<file path="src/rtl/uop_dispatch_queue.sv">
// In-order micro-op queue between decode and the ALU/FPU/LSU reservation stations.
// The oldest entry issues to exactly one port. A younger entry never overtakes a stalled head.
module uop_dispatch_queue #(
    parameter int unsigned DEPTH = 4,
    parameter int unsigned PAY_W = 64
) (
    input  logic                     clk,
    input  logic                     rst_n,
    input  logic                     flush,
    input  logic                     in_valid,
    output logic                     in_ready,
    input  logic [4:0]               in_op,
    input  logic                     in_is_fpu,
    input  logic                     in_mem_rd,
    input  logic                     in_mem_wr,
    input  logic [PAY_W-1:0]         in_payload,
    output logic                     alu_valid,
    output logic                     fpu_valid,
    output logic                     lsu_valid,
    input  logic                     alu_ready,
    input  logic                     fpu_ready,
    input  logic                     lsu_ready,
    output logic [4:0]               out_op,
    output logic                     out_is_store,
    output logic                     out_is_fpu,
    output logic [PAY_W-1:0]         out_payload,
    output logic [$clog2(DEPTH):0]   count,
    output logic [15:0]              stall_cycles
);

    localparam int unsigned AW = $clog2(DEPTH);
    localparam int unsigned CW = AW + 1;
    localparam logic [CW-1:0] DepthC = CW'(DEPTH);

    typedef enum logic [1:0] {
        ClsAlu = 2'd0,
        ClsFpu = 2'd1,
        ClsLsu = 2'd2
    } cls_e;

    logic [4:0]       op_mem    [DEPTH];
    cls_e             cls_mem   [DEPTH];
    logic             store_mem [DEPTH];
    logic             fpu_mem   [DEPTH];
    logic [PAY_W-1:0] pay_mem   [DEPTH];

    logic [AW-1:0] wr_ptr_q, wr_ptr_d;
    logic [AW-1:0] rd_ptr_q, rd_ptr_d;
    logic [CW-1:0] count_q, count_d;
    logic [15:0]   stall_q, stall_d;

    cls_e in_cls;
    cls_e head_cls;
    logic head_valid;
    logic sel_ready;
    logic push;
    logic pop;

    // Memory ops win over the F flag so float loads/stores land on the LSU.
    always_comb begin
        in_cls = ClsAlu;
        if (in_mem_rd || in_mem_wr) begin
            in_cls = ClsLsu;
        end else if (in_is_fpu) begin
            in_cls = ClsFpu;
        end
    end

    assign in_ready   = (count_q != DepthC);
    assign head_valid = (count_q != '0);
    assign head_cls   = cls_mem[rd_ptr_q];
    assign push       = in_valid && in_ready && !flush;
    assign pop        = head_valid && sel_ready && !flush;

    always_comb begin
        alu_valid = 1'b0;
        fpu_valid = 1'b0;
        lsu_valid = 1'b0;
        sel_ready = 1'b0;
        case (head_cls)
            ClsFpu: begin
                fpu_valid = head_valid;
                sel_ready = fpu_ready;
            end
            ClsLsu: begin
                lsu_valid = head_valid;
                sel_ready = lsu_ready;
            end
            default: begin
                alu_valid = head_valid;
                sel_ready = alu_ready;
            end
        endcase
    end

    assign out_op       = op_mem[rd_ptr_q];
    assign out_is_store = store_mem[rd_ptr_q];
    assign out_is_fpu   = fpu_mem[rd_ptr_q];
    assign out_payload  = pay_mem[rd_ptr_q];
    assign count        = count_q;
    assign stall_cycles = stall_q;

    always_comb begin
        wr_ptr_d = wr_ptr_q;
        rd_ptr_d = rd_ptr_q;
        count_d  = count_q;
        stall_d  = stall_q;
        if (flush) begin
            wr_ptr_d = '0;
            rd_ptr_d = '0;
            count_d  = '0;
        end else begin
            if (push) begin
                wr_ptr_d = wr_ptr_q + AW'(1);
            end
            if (pop) begin
                rd_ptr_d = rd_ptr_q + AW'(1);
            end
            case ({push, pop})
                2'b10:   count_d = count_q + CW'(1);
                2'b01:   count_d = count_q - CW'(1);
                default: count_d = count_q;
            endcase
            if (head_valid && !sel_ready && (stall_q != 16'hFFFF)) begin
                stall_d = stall_q + 16'd1;
            end
        end
    end

    always_ff @(posedge clk or negedge rst_n) begin
        if (!rst_n) begin
            wr_ptr_q <= '0;
            rd_ptr_q <= '0;
            count_q  <= '0;
            stall_q  <= '0;
        end else begin
            wr_ptr_q <= wr_ptr_d;
            rd_ptr_q <= rd_ptr_d;
            count_q  <= count_d;
            stall_q  <= stall_d;
        end
    end

    // Storage is not reset; head outputs are only meaningful while count != 0.
    always_ff @(posedge clk) begin
        if (push) begin
            op_mem[wr_ptr_q]    <= in_op;
            cls_mem[wr_ptr_q]   <= in_cls;
            store_mem[wr_ptr_q] <= in_mem_wr;
            fpu_mem[wr_ptr_q]   <= in_is_fpu;
            pay_mem[wr_ptr_q]   <= in_payload;
        end
    end

endmodule

</file>
<file path="config.mk">
export PLATFORM = sky130hd
export DESIGN_NAME = uop_dispatch_queue
export DESIGN_NICKNAME = d
export VERILOG_FILES = /design/src/rtl/uop_dispatch_queue.sv
export SDC_FILE = /design/constraint.sdc
export NUM_CORES = 1
export LEC_CHECK = 0
export ABC_AREA = 1
export BUFFER_PORTS_ARGS = -buffer_cell sky130_fd_sc_hd__clkbuf_2
export CAP_MARGIN = 20
export CORE_MARGIN = 8
export CORE_UTILIZATION = 33
export CTS_CLUSTER_SIZE = 28
export DETAILED_ROUTE_END_ITERATION = 8
export HOLD_SLACK_MARGIN = 0.05
export PLACE_DENSITY_LB_ADDON = 0.12
export SLEW_MARGIN = 10
export SYNTH_ARGS = -nofsm -noshare
export SYNTH_HDL_FRONTEND = slang
export SYNTH_SLANG_ARGS = --single-unit
</file>
<file path="constraint.sdc">
create_clock -name clk -period 5.8 [get_ports clk]
set_clock_uncertainty 0.15 [all_clocks]
set_input_delay 1.45 -clock clk [delete_from_list [all_inputs] [get_ports clk]]
set_output_delay 1.45 -clock clk [all_outputs]
set_load 0.005 [all_outputs]
</file>
* Yosys cells after proc, flatten, opt, wreduce, memory -nomap -nowiden *
Memory sizes are Yosys's and may differ from the RTL's.
Cells that the tools add are included.

storage, ports and cells
  bits in registers = 23
  memories = 5
  ROM bits = 0
  output and inout port bits = 94
  word-level logic and storage cells = 50
  bits of input ports = 79
  bits in latches = 0
  memory bits (writable) = 292

operators by class
  multiply operators = 0
  shift operators = 0
  bitwise logic cells = 1
  order comparisons = 0
  eq/ne operators = 6
  add/sub/neg operators = 5
  div/mod/pow operators = 0
  reductions and logical operators = 15
  muxes and demuxes = 14

memory list
  memory     depth  bits a word  read ports  clocked after Yosys merged registers in  write ports  RTL line  text
  pay_mem    4      64           1           0                                        1            45        logic [PAY_W-1:0] pay_mem [DEPTH];
  op_mem     4      5            1           0                                        1            41        logic [4:0] op_mem [DEPTH];
  cls_mem    4      2            1           0                                        1            42        cls_e cls_mem [DEPTH];
  fpu_mem    4      1            1           0                                        1            44        logic fpu_mem [DEPTH];
  store_mem  4      1            1           0                                        1            43        logic store_mem [DEPTH];

operators by type and width
  cell                     number
  $add A16 B1 Y16 const B  1
  $ne A16 B16 Y1 const B   1
  $mux W2                  5
  $logic_and A1 B1 Y1      6
  $mux W1                  6
  $pmux W3 S2              1
  $reduce_bool A3 Y1       2
  $add A2 B1 Y2 const B    2
  $eq A2 B1 Y1 const B     2
  $eq A2 B2 Y1 const B     2
  $reduce_bool A2 Y1       2
  $add A3 B1 Y3 const B    1
  $mux W3                  1
  $ne A3 B3 Y1 const B     1
  $sub A3 B1 Y3 const B    1
  $logic_not A1 Y1         2
  $pmux W1 S2              1
  $reduce_and A2 Y1        1
  $reduce_or A2 Y1         1
  $logic_or A1 B1 Y1       1
  $not A1 Y1               1

* Logic depth before layout (Yosys ltp) *
Gate-level depths: netlist of run 1.
An unclocked memory read counts as a cell.

  depth after elaboration = 8
  mapped depth = 18

* Worst setup path after synthesis of run 1 *
Ideal clock, no wire load.

  path kind = input -> register
  start point = input in_valid
  end point = memory cls_mem[0][0] (netlist bit), enable pin
  arrival time = 4809 ps
  data required time = 5146 ps
  cell stages on the path = 4
  library setup time = 504 ps
  path slack = 337 ps
  path through = nand2_1 nor2_1 inv_1 nor2_1

between the ends
  word-level cells in the longest chain between the ends = 4

ends and longest elaborated chain
  element                           RTL line  text
  from (decl)                       10        input logic in_valid,
  $logic_and A1 B1 Y1 (2 in a row)  72        assign push = in_valid && in_ready && !flush;
  $mux W1                           146       if (push) begin
  $mux W1 (not written as such)     148       cls_mem[wr_ptr_q] <= in_cls;
  to (decl)                         42

No other way between the ends.

* Worst setup path in the final report of run 1 *
  start point = register rd_ptr_q[0]
  end point = output alu_valid

between the ends
  word-level cells in the longest chain between the ends = 4
  elaborated cells between the ends (all ways) = 5
  those cells by class = eq/ne: 2; mux: 1; reduce/logical: 1; memory: 1

ends and longest elaborated chain
  element                                       RTL line  text
  from (decl)                                   48        logic [AW-1:0] rd_ptr_q, rd_ptr_d;
  from (signal assigned)                        138       rd_ptr_q <= rd_ptr_d;
  $mem_v2 Z4 W2 *                               --
  $eq A2 B2 Y1 or $eq A2 B1 Y1 (tied branches)  80        case (head_cls)
  $reduce_or A2 Y1 (no source line) *           --
  $mux W1 *                                     80
  to (decl)                                     17        output logic alu_valid,

Mark *: on every way between the ends. The rest lies on a longest branch, timed or not.

==> reports/qor.yml, run 1 <==
die_area_mm2: 0.04379
die_y_um: 209.3
cts.repair.resized: 0
power_density_mw_per_mm2: 427.2
cap_violations: 0
crit_required_ns: 4.20
numPortBuffers: 172
io_pins: 173
cts-root-buf: "clkbuf_16"
grt_use_total_pct: 13.70
synth_seq_cells: 315
worst_pin_slew_ns: 0.8671
drc: 0
dp_cells: 1524
critical-path-top-delay-family: "buffers and inverters"
crit_path_max_incr_delay_ns: 0.76
syn_avg_cell_area_um2: 13.34
path_cells: "inv_4 -> nand2_1 -> a32oi_1 -> inv_1 -> ha_1 -> inv_1 -> nor2_1 -> clkbuf_2"
cts-buffers-inserted: 37
hpwl_mm: 18.32
wl_per_cell_um: 19.39
status: "finished clean"
hp-class: "reg2reg"
layout.nets: 1182
grt_pass1_vias: 7661
crit_type: "reg2out"
rr_startpoint: "rd_ptr_q[0]"
r2r_setup_slack_ns: 1.73
finalHoldViolations: 0
yosys.area.top_type: "edfxtp_1"
first_pass_iters: 5
fin_cells: 1587
cp_common_cell: "inv_1"
ff2ff_path_depth: 16
dieWidth_um: 209.3
reg2reg_to: "count[2]"
ant_nets: 0
top_usage_layer: "met2"
yosys-top-cells-count: "edfxtp_1, nor2_1, o21ai_0"
rsz0062_at_grt: "false"
clock_path_buffers: 3
clock_latency_ns: 0.51
drive_gt1_share_pct: 23.43
crit_end: "alu_valid"
timing.final.max_slew_violations: 0
grt_pass1_wl_mm: 46.80
critPathBufInv: 4
area_delta_synth_final_pct: 20.05
clkSlewWorstSetupHoldPaths_ns: 0.06
setup_tns_ns: 0
core_mm2: 0.03670
ir_drop_v: 0.0002195
avgViaCountPerCell: 4.785
grt_overflow: 0
grtUsageMet2_pct: 22.05
setup_viol: 0
worst_path_max_delay_cell: "dfrtp_4"
drt_iter0_drc: 401
synth_enable_flop_cells: 292
gp_congestion: 0.7172
critPathMaxFanout: 79
rows: 70
post-synth-top-count-cell: "edfxtp_1"
fin_util_pct: 40.32
syn_inst: 924
grt_max_degree: 80
post-cts-setup-buffers: 0
wirelength_mm: 30.77
netlist_top_cells_area: "edfxtp_1, o21ai_0, nor2_1"
start_util_pct: 33.58
vias: 7594
synth_seq_area_share_pct: 75.82
ys.flop_type: "edfxtp_1"
path_depth: 8
async_flop_share_pct: 7.302
postCtsHoldBufs: 0
fmax_ghz: 0.2151
synth_nets: 1011
post-route-period-util_pct: 80.15
finalPower_mw: 6.321
p_leak_nw: 5.351
fin_crit_ns: 4.649
cp-start-kind: "flop"
gr-usage-met3_pct: 3.397
synth_top_area_share_pct: 71.15
cts_max_level: 2
cts_tree: "done"
synthesis.area_mm2: 0.01232
synth_warnings: 0
startpoint: "rd_ptr_q[0]"
fillCellCount: 3440
worstPathArrival_ns: 3.05
met1_usage_pct: 18.44
timing.slew.headroom_pct: 42.20
antenna_found_initial: 1
synth_cell_type_count: 31
critPathCaptureType: "output pin"
cts.sinks: 315
-- stage by stage --
stage | area [um2] | hold WS (ns) | setup WS (ns)
floorplan | 12320 | 0.3623 | 0.3371
global placement | 13690 | 0.3703 | 1.651
detailed placement | 13690 | 0.3775 | 1.602
CTS | 14790 | 0.3910 | 1.054
global route | 14790 | 0.4289 | 0.8393
finish | 14800 | 0.3837 | 1.151
-- where the power goes --
group / internal (mW) / switching [mW]
logic: 0.485 / 0.938
clock network: 1.27 / 0.860
registers: 2.64 / 0.125
total: 4.40 / 1.92
-- worst min-delay path, stage by stage (launching register included) --
cell and delay, ns:
dfrtp_1 0.37, o21ai_1 0.08, nand2_1 0.05
-- metal layers --
| layer | up-vias | wire length (um) | part of all wire, % |
|---|---|---|---|
| met5 | - | 0 | 0 |
| met4 | 0 | 503 | 1.6 |
| li1 | 3705 | - | - |
| met1 | 3682 | 14240 | 46 |
| met3 | 38 | 1728 | 5.6 |
| met2 | 169 | 14300 | 46 |
-- logic make-up (layout without fill, tap and decap cells) --
group,Yosys count,count (layout),share of synthesized area (%)
AOI/OAI and AO/OA,234,234,10.47
xor gates and xnor gates,11,11,0.8426
adders and majority gates,8,8,0.8731
buffers and inverters,86,280,3.035
DFF,315,315,75.82
other,0,1,0
and+or+nand+nor,270,270,8.965
-- worst min-delay path by stage --
stage / startpoint / endpoint / cells past startpoint
after floorplan: stall_cycles[15] / stall_cycles[15] / 2
after global placement: stall_cycles[6] / stall_cycles[6] / 2
after detailed placement: stall_cycles[6] / stall_cycles[6] / 2
after CTS: stall_cycles[6] / stall_cycles[6] / 2
after global routing: stall_cycles[6] / stall_cycles[6] / 2
final: stall_cycles[6] / stall_cycles[6] / 2
-- cell type report --
class                   count  area (um2)  share of cell area, %
inverters                  35       133.9                 0.9049
clock inverters            14       87.58                 0.5920
well taps                 468       585.6                  3.958
diodes                      1       2.502                0.01691
flip-flops and latches    315        9349                  63.19
clock buffers              48        1020                  6.892
multi-input cells         523        2636                  17.82
repair buffers            183       980.9                  6.630
-- sequential cells by signal (all words and copies together), names as in the netlist --
| register | count |
|---|---|
| op_mem | 20 |
| pay_mem | 256 |
| fpu_mem | 4 |
| wr_ptr_q | 2 |
| store_mem | 4 |
| cls_mem | 8 |
| rd_ptr_q | 2 |
| stall_cycles | 16 |
| count | 3 |
-- cell usage in the layout, fill, tap and decap left out, drive strengths merged, types with 2 or more instances in the layout --
| master | instances |
|---|---|
| nor2 | 167 |
| inv | 36 |
| dfrtp | 23 |
| xnor2 | 5 |
| nand2 | 77 |
| o22ai | 71 |
| clkbuf | 220 |
| o21ai | 156 |
| or2 | 2 |
| buf | 11 |
| nand3 | 14 |
| nand4 | 4 |
| xor2 | 6 |
| clkinv | 12 |
| a21oi | 5 |
| ha | 7 |
| edfxtp | 292 |
| nor3 | 6 |
| a32oi | 2 |
(Power assumes the default switching activity.)
==> run 2, diff against run 1 <==
- ABC_AREA: 1 -> 0
- clock period: 5.8 -> 4.6 ns (I/O delays scaled with it)
==> run 2 against run 1 <==
  * Hold slack hardly changed
  * Critical path depth decreased by 5
  * Critical endpoint is now out_payload[28]
  * Die area fell by 4.2%
  * Register-to-register slack lost 0.65 ns
  * Largest cell class unchanged
  * Combinational power down 14%
  * Clock power grew 27%
==> reports/qor.yml, run 2 <==
status: "finished clean"  # unchanged
grt_pass1_vias: 6396  # was 7661
synth_cell_type_count: 32  # was 31
largest_register_ffs: 256  # unchanged
timing.final.max_slew_violations: 0  # unchanged
register_area_mm2: 0.009351  # was 0.009349 mm2
fillCellCount: 3181  # was 3440
p_leak_nw: 4.931  # was 5.351 nW
synth_seq_cells: 315  # unchanged
hp-class: "reg2reg"  # unchanged
cts_max_level: 2  # unchanged
die_y_um: 204.8  # was 209.3 um
cts_tree: "done"  # unchanged
grt_max_degree: 41  # was 80
syn_avg_cell_area_um2: 23.20  # was 13.34 um2
vias: 5689  # was 7594
timing.slew.headroom_pct: 38.97  # was 42.20%
yosys.area_share.simple_pct: 2.532  # was 8.964%
synth_compound_area_share_pct: 0.5106  # was 10.47%
die_area_mm2: 0.04194  # was 0.04379 mm2
synth_warnings: 0  # unchanged
setup_tns_ns: 0  # unchanged
post-route-period-util_pct: 84.27
layout_common_cells: "edfxtp_1, clkbuf_2, mux4_2, clkbuf_16, dfrtp_1"  # was edfxtp_1, clkbuf_2, nor2_1, o21ai_0
multi_input_area_mm2: 0.002325  # was 0.002636 mm2
rows: 69  # was 70
drive_gt1_share_pct: 42.78  # was 23.43%
drt_iter0_drc: 206  # was 401
num_antenna_cells: 0  # was 1
crit_type: "reg2out"  # unchanged
cts.sinks: 315  # unchanged
syn_inst: 507  # was 924
largest_register: "pay_mem"  # unchanged
worstPathArrival_ns: 2.58  # was 3.05 ns
io_pins: 173  # unchanged
crit_required_ns: 3.30  # was 4.20 ns
core_mm2: 0.03531  # was 0.03670 mm2
final_common_cell: "edfxtp_1"  # unchanged
synth_xor_area_share_pct: 1.564  # was 0.8426%
ir_drop_v: 0.0002636  # was 0.0002195 V
cts-root-buf: "clkbuf_16"  # unchanged
postCtsHoldBufs: 0  # unchanged
cap_violations: 0  # unchanged
yosys-top-cells-count: "edfxtp_1, mux4_2, dfrtp_1"  # was edfxtp_1, nor2_1, o21ai_0
synthesis.area_mm2: 0.01176  # was 0.01232 mm2
finalWorstSetupSlack_ns: 0.7234  # was 1.151 ns
power_density_mw_per_mm2: 516.2  # was 427.2 mW/mm2
netlist_top_cells_area: "edfxtp_1, mux4_2, dfrtp_1"  # was edfxtp_1, o21ai_0, nor2_1
fmax_ghz: 0.2580
critPathCaptureType: "output pin"  # unchanged
clkSlewWorstSetupHoldPaths_ns: 0.06  # about the same
cts.repair.resized: 0  # unchanged
hpwl_mm: 15.40  # was 18.32 mm
cp-start-kind: "flop"  # unchanged
yosys.area.top_type: "edfxtp_1"  # unchanged
pre_cts_slack_ns: 1.021  # was 1.602 ns
fin_crit_ns: 3.877
rsz0062_at_grt: "false"  # unchanged
critPathBufInv: 2  # was 4
synth_seq_area_share_pct: 79.44  # was 75.82%
dieWidth_um: 204.8  # was 209.3 um
start_util_pct: 33.31  # was 33.58%
wirelength_mm: 25.62  # was 30.77 mm
cts-buffers-inserted: 36  # was 37
layout.nets: 792  # was 1182
synth_enable_flop_cells: 292  # unchanged
grt_pass1_wl_mm: 38.99  # was 46.80 mm
synth.area.mux_share_pct: 14.16  # was 0%
critical-path-top-delay-family: "flip-flops"  # was buffers and inverters
ys.flop_type: "edfxtp_1"  # unchanged
post-cts-setup-buffers: 0  # unchanged
ant_nets: 0  # unchanged
post-synth-top-count-cell: "edfxtp_1"  # unchanged
worst_path_max_delay_cell: "dfrtp_4"  # unchanged
crit_path_max_incr_delay_ns: 0.83  # was 0.76 ns
synth_top_family_by_area: "multiplexers"  # was compound AO/OA/AOI/OAI gates
area_delta_synth_final_pct: 21.99  # was 20.05%
wl_per_cell_um: 21.56  # was 19.39 um
avgViaCountPerCell: 4.789  # was 4.785
grt_overflow: 0  # unchanged
first_pass_iters: 4  # was 5
antenna_found_initial: 2  # was 1
worst_pin_slew_ns: 0.9035  # was 0.8671 ns
clock_latency_ns: 0.49  # was 0.51 ns
finalHoldViolations: 0  # unchanged
gp_congestion: 0.7074  # was 0.7172
critPathMaxFanout: 39  # was 79
path_cells: "buf_4 -> mux4_2 -> clkbuf_2"  # was inv_4 -> nand2_1 -> a32oi_1 -> inv_1 -> ha_1 -> inv_1 -> nor2_1 -> clkbuf_2
numPortBuffers: 172  # unchanged
drc: 0  # unchanged
grt_use_total_pct: 12.19  # was 13.70%
synth_top_area_share_pct: 74.55  # was 71.15%
synthAdderAreaFrac_pct: 0.9148  # was 0.8731%
synth_nets: 594  # was 1011
async_flop_share_pct: 7.302  # unchanged
setup_viol: 0  # unchanged
clock_path_buffers: 3  # unchanged
## run 2: changes by cell type after synthesis, sizes merged, moves of 3 or more
cell    delta
nor2     -156
mux4      +73
and3       +3
o21ai    -156
and2       +9
buf       -13
clkbuf    -19
xnor2     +10
a21oi      -4
o22ai     -70
inv       -29
nand3      -6
nand2     -65
## run 2: metal layers
layer,vias to the layer above,GRT usage (%),wire length (um)
met5,-,0,26
met4,4,2.854,396
met3,40,4.333,2008
met2,133,19.93,12450
met1,3007,15.35,10740
li1,2505,-,-
## run 2: worst paths after layout
check                                  from          endpoint  slack (ns)  depth (start not counted)
min in group asynchronous             rst_n   stall_cycles[1]        0.50                          1
hold / removal             stall_cycles[11]  stall_cycles[11]        0.38                          1
setup / recovery                rd_ptr_q[1]   out_payload[28]        0.72                          3
max in group asynchronous             rst_n       rd_ptr_q[0]        3.36                          1
hold reg to reg            stall_cycles[11]  stall_cycles[11]        0.38                          1
setup reg to reg                rd_ptr_q[1]   stall_cycles[1]        1.08                          6
## run 2: per-stage QoR
| step | power (mW) | instances | area (um2) | utilization, % | hold slack (ns) |
|---|---|---|---|---|---|
| 2_1_floorplan | 4.243 | 507 | 11760 | - | 0.3380 |
| 3_3_place_gp | 4.787 | 1128 | 13240 | 37.49 | 0.3535 |
| 3_5_place_dp | 4.818 | 1128 | 13240 | 37.49 | 0.3699 |
| 4_1_cts | 7.565 | 1188 | 14350 | 40.64 | 0.3784 |
| 5_1_grt | 7.769 | 1188 | 14350 | 40.64 | 0.4204 |
| 6_report | 7.407 | 1188 | 14350 | 40.64 | 0.3835 |
## run 2: where the power goes
part | leakage (nW) | internal (mW) | switching, mW | total (mW)
Sequential | 2.96 | 3.37 | 0.114 | 3.48
Clock | 0.543 | 1.63 | 1.07 | 2.70
Combinational | 1.43 | 0.587 | 0.635 | 1.22
## run 2: layout make-up
cell class	count	area share [%]
flip-flops and latches	315	65.17
inverters	6	0.1570
well taps	461	4.020
clock inverters	16	1.099
multi-input cells	167	16.20
clock buffers	44	6.636
repair buffers	179	6.714
## run 2: kinds of logic (layout without fill, tap and decap cells)
group / after synthesis / count (layout)
flops: 315 / 315
xor+xnor: 21 / 21
buf+inv: 25 / 245
fa+ha+maj: 8 / 8
simple gates: 57 / 57
compound gates: 6 / 6
mux: 75 / 75
